$ cat src/rtl/vid_to_axis.sv
// Repacks raw hs/vs/de/RGB video into an AXI4-Stream video stream through an FWFT FIFO with a sticky overflow flag.
// Define LINE_CHK_EN to add a sticky line_err output for lines that are not H_ACTIVE pixels long.
module vid_to_axis #(
  parameter int unsigned DEPTH    = 16,
  parameter bit          HS_POL   = 1'b1,
  parameter bit          VS_POL   = 1'b1,
  parameter int unsigned H_ACTIVE = 1920
) (
  input  logic                       clk,
  input  logic                       rst,
  input  logic                       vid_hs,
  input  logic                       vid_vs,
  input  logic                       vid_de,
  input  logic [7:0]                 vid_r,
  input  logic [7:0]                 vid_g,
  input  logic [7:0]                 vid_b,
  output logic [23:0]                m_axis_tdata,
  output logic                       m_axis_tvalid,
  input  logic                       m_axis_tready,
  output logic                       m_axis_tuser,
  output logic                       m_axis_tlast,
  output logic                       overflow,
`ifdef LINE_CHK_EN
  output logic                       line_err,
`endif
  output logic [$clog2(DEPTH):0]     fifo_level
);

  localparam int unsigned AW = $clog2(DEPTH);
  localparam int unsigned CW = AW + 1;
  localparam int unsigned EW = 26;

  logic          hs_q, vs_q, de_q, vs_d;
  logic [23:0]   pix_q;
  logic          synced, sof_pend;
  logic          hold_valid, hold_user;
  logic [23:0]   hold_data;
  logic [EW-1:0] mem [DEPTH];
  logic [AW-1:0] wr_ptr, rd_ptr;
  logic [CW-1:0] count;
  logic          ovf_q;

  logic          vs_edge, capture, push_req, push_last, push_ok, pop, cap_user;
  logic [EW-1:0] rd_entry;
  logic          unused_hs;

  assign unused_hs = hs_q;

  // Hold register gives one pixel of lookahead so the last pixel of a line can carry tlast.
  assign vs_edge   = vs_q & ~vs_d;
  assign capture   = de_q & synced;
  assign push_req  = hold_valid;
  assign push_last = ~de_q;
  assign pop       = (count != '0) & m_axis_tready;
  assign push_ok   = push_req & ((count < CW'(DEPTH)) | pop);
  assign cap_user  = sof_pend & ~(push_req & hold_user);
  assign rd_entry  = mem[rd_ptr];

  always_ff @(posedge clk) begin
    if (rst) begin
      hs_q       <= 1'b0;
      vs_q       <= 1'b0;
      de_q       <= 1'b0;
      vs_d       <= 1'b0;
      pix_q      <= '0;
      synced     <= 1'b0;
      sof_pend   <= 1'b0;
      hold_valid <= 1'b0;
      hold_user  <= 1'b0;
      hold_data  <= '0;
      wr_ptr     <= '0;
      rd_ptr     <= '0;
      count      <= '0;
      ovf_q      <= 1'b0;
    end else begin
      hs_q       <= (vid_hs == HS_POL);
      vs_q       <= (vid_vs == VS_POL);
      de_q       <= vid_de;
      vs_d       <= vs_q;
      pix_q      <= {vid_r, vid_g, vid_b};
      hold_valid <= capture;
      if (vs_edge) synced <= 1'b1;
      if (vs_edge) sof_pend <= 1'b1;
      else if (push_req && hold_user) sof_pend <= 1'b0;
      if (capture) begin
        hold_data <= pix_q;
        hold_user <= cap_user;
      end
      if (push_ok) wr_ptr <= wr_ptr + 1'b1;
      if (pop) rd_ptr <= rd_ptr + 1'b1;
      case ({push_ok, pop})
        2'b10:   count <= count + 1'b1;
        2'b01:   count <= count - 1'b1;
        default: count <= count;
      endcase
      if (push_req && !push_ok) ovf_q <= 1'b1;
    end
  end

  // FIFO storage needs no reset; empty entries are masked at the output.
  always_ff @(posedge clk) begin
    if (!rst && push_ok) mem[wr_ptr] <= {hold_user, push_last, hold_data};
  end

  assign m_axis_tvalid = (count != '0);
  assign m_axis_tdata  = m_axis_tvalid ? rd_entry[23:0] : 24'h0;
  assign m_axis_tlast  = m_axis_tvalid & rd_entry[24];
  assign m_axis_tuser  = m_axis_tvalid & rd_entry[25];
  assign overflow      = ovf_q;
  assign fifo_level    = count;

`ifdef LINE_CHK_EN
  localparam int unsigned LW = $clog2(H_ACTIVE) + 1;

  logic [LW-1:0] line_cnt;

  // Counts pixels captured into hold; checked and cleared on each tlast push.
  always_ff @(posedge clk) begin
    if (rst) begin
      line_cnt <= '0;
      line_err <= 1'b0;
    end else if (push_req && push_last) begin
      line_cnt <= '0;
      if (line_cnt != LW'(H_ACTIVE)) line_err <= 1'b1;
    end else if (capture && line_cnt != '1) begin
      line_cnt <= line_cnt + 1'b1;
    end
  end
`else
  logic [31:0] unused_cfg;
  assign unused_cfg = H_ACTIVE;
`endif

endmodule

$ cat config.mk
export PLATFORM = sky130hd
export DESIGN_NAME = vid_to_axis
export DESIGN_NICKNAME = d
export VERILOG_FILES = /design/src/rtl/vid_to_axis.sv
export SDC_FILE = /design/constraint.sdc
export NUM_CORES = 1
export LEC_CHECK = 0
export ABC_AREA = 1
export CELL_PAD_IN_SITES_DETAIL_PLACEMENT = 1
export CELL_PAD_IN_SITES_GLOBAL_PLACEMENT = 2
export CORE_UTILIZATION = 43
export DETAILED_ROUTE_END_ITERATION = 10
export PLACE_DENSITY = 0.77
export SETUP_SLACK_MARGIN = 0.05
export SYNTH_ARGS = -nofsm -noshare
export SYNTH_HDL_FRONTEND = slang
export SYNTH_SLANG_ARGS = --single-unit
$ cat constraint.sdc
create_clock -name clk -period 3.9 [get_ports clk]
set_input_delay 0.78 -clock clk [delete_from_list [all_inputs] [get_ports clk]]
set_output_delay 0.78 -clock clk [all_outputs]
set_load 0.02 [all_outputs]
### Yosys cells after proc, flatten, opt, wreduce, memory -nomap -nowiden

Memory sizes are Yosys's and may differ from the RTL's. A register that Yosys moved wholly into a read port is not among the register bits.
Cells that the tools add are included.
W data, S select, Z words.

* add/sub/neg operators: 4
* magnitude comparators: 1
* eq/ne operators: 2
* mux-type cells: 8
* bitwise logic cells: 12
* reductions and logical operators: 8

Operator list (number)
* $mux W24: 1
* $pmux W5 S2: 1
* $add A4 B1 Y4 const B: 2
* $and A1 B1 Y1: 8
* $mux W4: 2
* $add A5 B1 Y5 const B: 1
* $lt A5 B5 Y1 const B: 1
* $reduce_bool A5 Y1: 1
* $sub A5 B1 Y5 const B: 1
* $mux W1: 4
* $reduce_bool A2 Y1: 2
* $logic_and A1 B1 Y1: 3
* $not A1 Y1: 3
* $eq A2 B1 Y1 const B: 1
* $eq A2 B2 Y1 const B: 1
* $logic_not A1 Y1: 2
* $or A1 B1 Y1: 1

* register bits after elaboration: 69
* bits in writable memories: 416
* output and inout bits: 33
* word-level logic and storage cells: 49
* memories kept: 1

Memories
* mem: depth 16, bits a word 26, read ports 1, clocked after memory_dff 1, wr ports 1, RTL line 38 `logic [EW-1:0] mem [DEPTH];`

### Logic depth before layout (Yosys ltp)

* word-level depth: 7
* mapped depth: 15

### Least setup slack after synthesis

Ideal clock, no wire load.

* path kind: in2reg
* from: in m_axis_tready
* to: mem mem[4][0] (enable)
* arrival time: 3.139 ns
* data required time: 3.458 ns
* setup slack: 0.319 ns
* stages on the path: 4
* path buffers: 0
* cells stage by stage: inv_1 -> a21oi_1 -> nand2_1 -> nor3_1

* cells in the longest elaborated chain, start to end: 6

Ends and longest elaborated chain
* start: declaration: RTL line 19 `input logic m_axis_tready,`
* $and A1 B1 Y1: RTL line 54 `assign pop = (count != '0) & m_axis_tready;`
* $or A1 B1 Y1: RTL line 55 `assign push_ok = push_req & ((count < CW'(DEPTH)) | pop);`
* $and A1 B1 Y1: RTL line 55
* $logic_and A1 B1 Y1: RTL line 102 `if (!rst && push_ok) mem[wr_ptr] <= {hold_user, push_last, hold_data};`
* $mux W1: RTL line 102
* $mux W1 (not written as such): RTL line 102
* end: declaration: RTL line 38

Every way passes these cells.

==> summary.md <==
| Metric | Value |
|---|---|
| Clock buffer depth | `3` |
| Routability Congestion | `0.771` |
| Die height | `211 um` |
| Synth async-reset ratio | `0%` |
| Top post-synthesis cells by count | `416 x edfxtp_1, 333 x nor2_1, 215 x o21ai_0, 82 x o221ai_1, 73 x dfxtp_1` |
| Top cells by area, synth | `edfxtp_1 66%, dfxtp_1 7.8%, nor2_1 6.7%` |
| Cell area power density | `around 650 nW/um2` |
| DRC viols | `0` |
| CP Launch Type | `flop` |
| # IOs | `63` |
| WP data arrival | `roughly 2900 ps` |
| Largest net degree at the start of global routing | `~110` |
| Yosys reg bits | `489` |
| End point of the worst hold path | `vs_d$_SDFF_PP0_` |
| Setup total negative slack | `0 ps` |
| # nets final | `around 1600` |
| Worst min path class | `flop to flop` |
| Antenna violations before repair | `0` |
| Final period utilization | `95.0%` |
| Met1 wire length | `23200 um` |
| Leak | `7.48 nW` |
| Share of the synthesized area in the top cell type | `66.5%` |
| Worst reg-to-reg setup slack | `approximately 1500 ps` |
| Hold Buf Count CTS | `0` |
| FP Rows | `76` |
| Setup violators final | `0` |
| Post-synthesis sequential area ratio | `74.3%` |
| First DRT Iteration DRCs | `823` |
| Clock transition at the registers of the reported paths | `60 ps` |
| Power, Total | `14.4 mW` |
| Layout cells sized above 1 | `9.85%` |
| Mapped cell area | `18800 um2` |
| Post-synth EDFFs | `416` |
| Post-DP HPWL | `around 28000 um` |
| Routed Antenna Nets | `0` |
| R2r startpoint | `hold_valid$_SDFF_PP0_` |
| Routed WL | `52100 um` |
| Top sig layer | `met4` |
| Fin util | `51.1%` |
| Fmax | `270 MHz` |
| Fill cell count | `4342` |
| I/O Buffers | `61` |
| Met2 wire length | `25100 um` |
| CTS buffer count | `50` |
| RR Endpoint | `mem[8][0]$_DFFE_PP_` |
| Worst Path Max Fanout | `38` |
| R2r worst-path depth | `5` |
| Syn Nets | `1509` |
| Crit path capture type | `output port` |
| Post-Synthesis Cells | `1471` |
| Antenna diode count | `0` |
| Synth area leader | `edfxtp_1` |
| Final Skew | `12.8 ps` |
| RSZ-0062 raised after global routing | `false` |
| Fin. max-slew vios | `0` |
| Hold Fails Final Rpt | `0` |
| Avg Inst Size Synth | `12.8 um2` |
| Overflow after GRT | `0` |
| WHS Path Cells | `2` |
| Worst VDD drop | `372 uV` |
| Full die area | `44500 um2` |
| Min-Delay Startpoint | `vs_q$_SDFF_PP0_` |
| Headroom to the max-slew limit | `around 50%` |
| Total of max-cap violations | `0` |
| Status | `complete, no violations` |
| Crit Path Category | `flop to output port` |
| Die X-Extent | `211 um` |
| Synthesis-to-layout area growth | `17.2%` |
| Starting Density | `between 40% and 50%` |
| Clk sinks | `489` |
| GR Util All Layers | `between 20% and 30%` |
| Worst slew pin tran | `743 ps` |
| Req. time, crit path | `approximately 3100 ps` |
| First-pass iteration count of the detailed router | `5` |
| Clock Latency Late Sink | `590 ps` |
| WL met3 | `2610 um` |
| Tmin final | `3710 ps` |
| First-pass GRT wire length | `~78000 um` |
| Most common cell in the netlist | `edfxtp_1` |
| Yosys warns | `0` |
| Vias | `12207` |
| WL/cell | `24.0 um` |
| H-tree Lvls | `2` |
| Synth cell types | `27` |
| CTS tree | `yes` |
| Ys flop type | `edfxtp_1` |
| Vias per Instance | `5.63` |
| Core ar. | `43100 um2` |
| Vias in the first global route | `12690` |
| Root buffer cell | `clkbuf_16` |
[power by group]
| group | switching, mW | internal [mW] |
|---|---|---|
| Sequential | 0.146 | 5.72 |
| Combinational | 2.44 | 1.36 |
| Clock | 1.95 | 2.75 |
| Total | 4.53 | 9.83 |
[worst max path at each step]
stage,start,to,depth (start not counted)
floorplan,m_axis_tready,mem[4][0]$_DFFE_PP_,4
global placement,m_axis_tready,mem[8][10]$_DFFE_PP_,6
detailed placement,m_axis_tready,mem[8][8]$_DFFE_PP_,6
CTS,flop,m_axis_tdata[9],7
global route,flop,m_axis_tdata[9],7
finish,flop,m_axis_tdata[20],7
[layout by cell type (no fill, tap or decap), drive strengths merged]
cell	n
a21oi	39
buf	51
bufinv	1
clkbuf	86
clkdlybuf4s50	55
clkinv	8
dfxtp	73
dlymetal6s2s	6
edfxtp	416
ha	8
inv	60
nand2	23
nand3	50
nand4	3
nor2	333
nor3	9
nor4	1
o21ai	250
o221ai	82
o22ai	22
or2	1
xnor2	2
xor2	4
[per-stage QoR]
stage	std cells	cell area, um2	worst slack [ps]	hold slack, ps
final	2168	22000	194	432
after global routing	2168	22000	86.3	451
after CTS	2165	21900	56.8	433
after detailed placement	2070	20300	496	424
after global placement	2070	20300	516	412
after floorplan	1471	18800	319	402
[logic make-up after synthesis]
group,share of synthesized area (%)
buf+inv,3.84
compound gates,12.3
flops,74.3
xor+xnor,0.280
fa+ha+maj,0.533
simple gates,8.85
[repair_timing]
action	4_1_cts	5_1_grt
buffers inserted	1	1
setup endpoints to repair	13	15
cloned	0	2
resized for setup	6	7
endpoints found under the hold margin	0	0
[area by class of cell]
| type | count | area [um2] | area share [%] |
|---|---|---|---|
| repair buffers | 114 | 1250 | 5.68 |
| clock buffers | 84 | 1540 | 6.98 |
| well taps | 585 | 732 | 3.32 |
| flip-flops and latches | 489 | 14000 | 63.4 |
| inverters | 59 | 226 | 1.03 |
| clock inverters | 10 | 93.8 | 0.426 |
| multi-input cells | 827 | 4220 | 19.2 |
[worst max-delay path: stages (launching register included)]
cell	delay, ps
dfxtp_4	420
inv_2	220
buf_16	250
o21ai_0	120
o221ai_1	200
nand3_1	130
a21oi_1	290
clkdlybuf4s50_1	660
[layer usage]
| metal | vias to the layer above | track usage [%] |
|---|---|---|
| met5 | - | 0 |
| met4 | 0 | 7.15 |
| met3 | 81 | 3.39 |
| met2 | 339 | 39.1 |
| met1 | 6252 | 32.8 |
| li1 | 5535 | - |
[state kept, by name (all words and copies together), names as in the netlist, named ones only]
signal      flops
mem           416
hold_data      24
pix_q          24
fifo_level      5
rd_ptr          4
wr_ptr          4
de_q            1
hold_user       1
hold_valid      1
overflow        1
sof_pend        1
synced          1
vs_d            1
vs_q            1
Note: power is estimated with default switching activity, not from simulation.
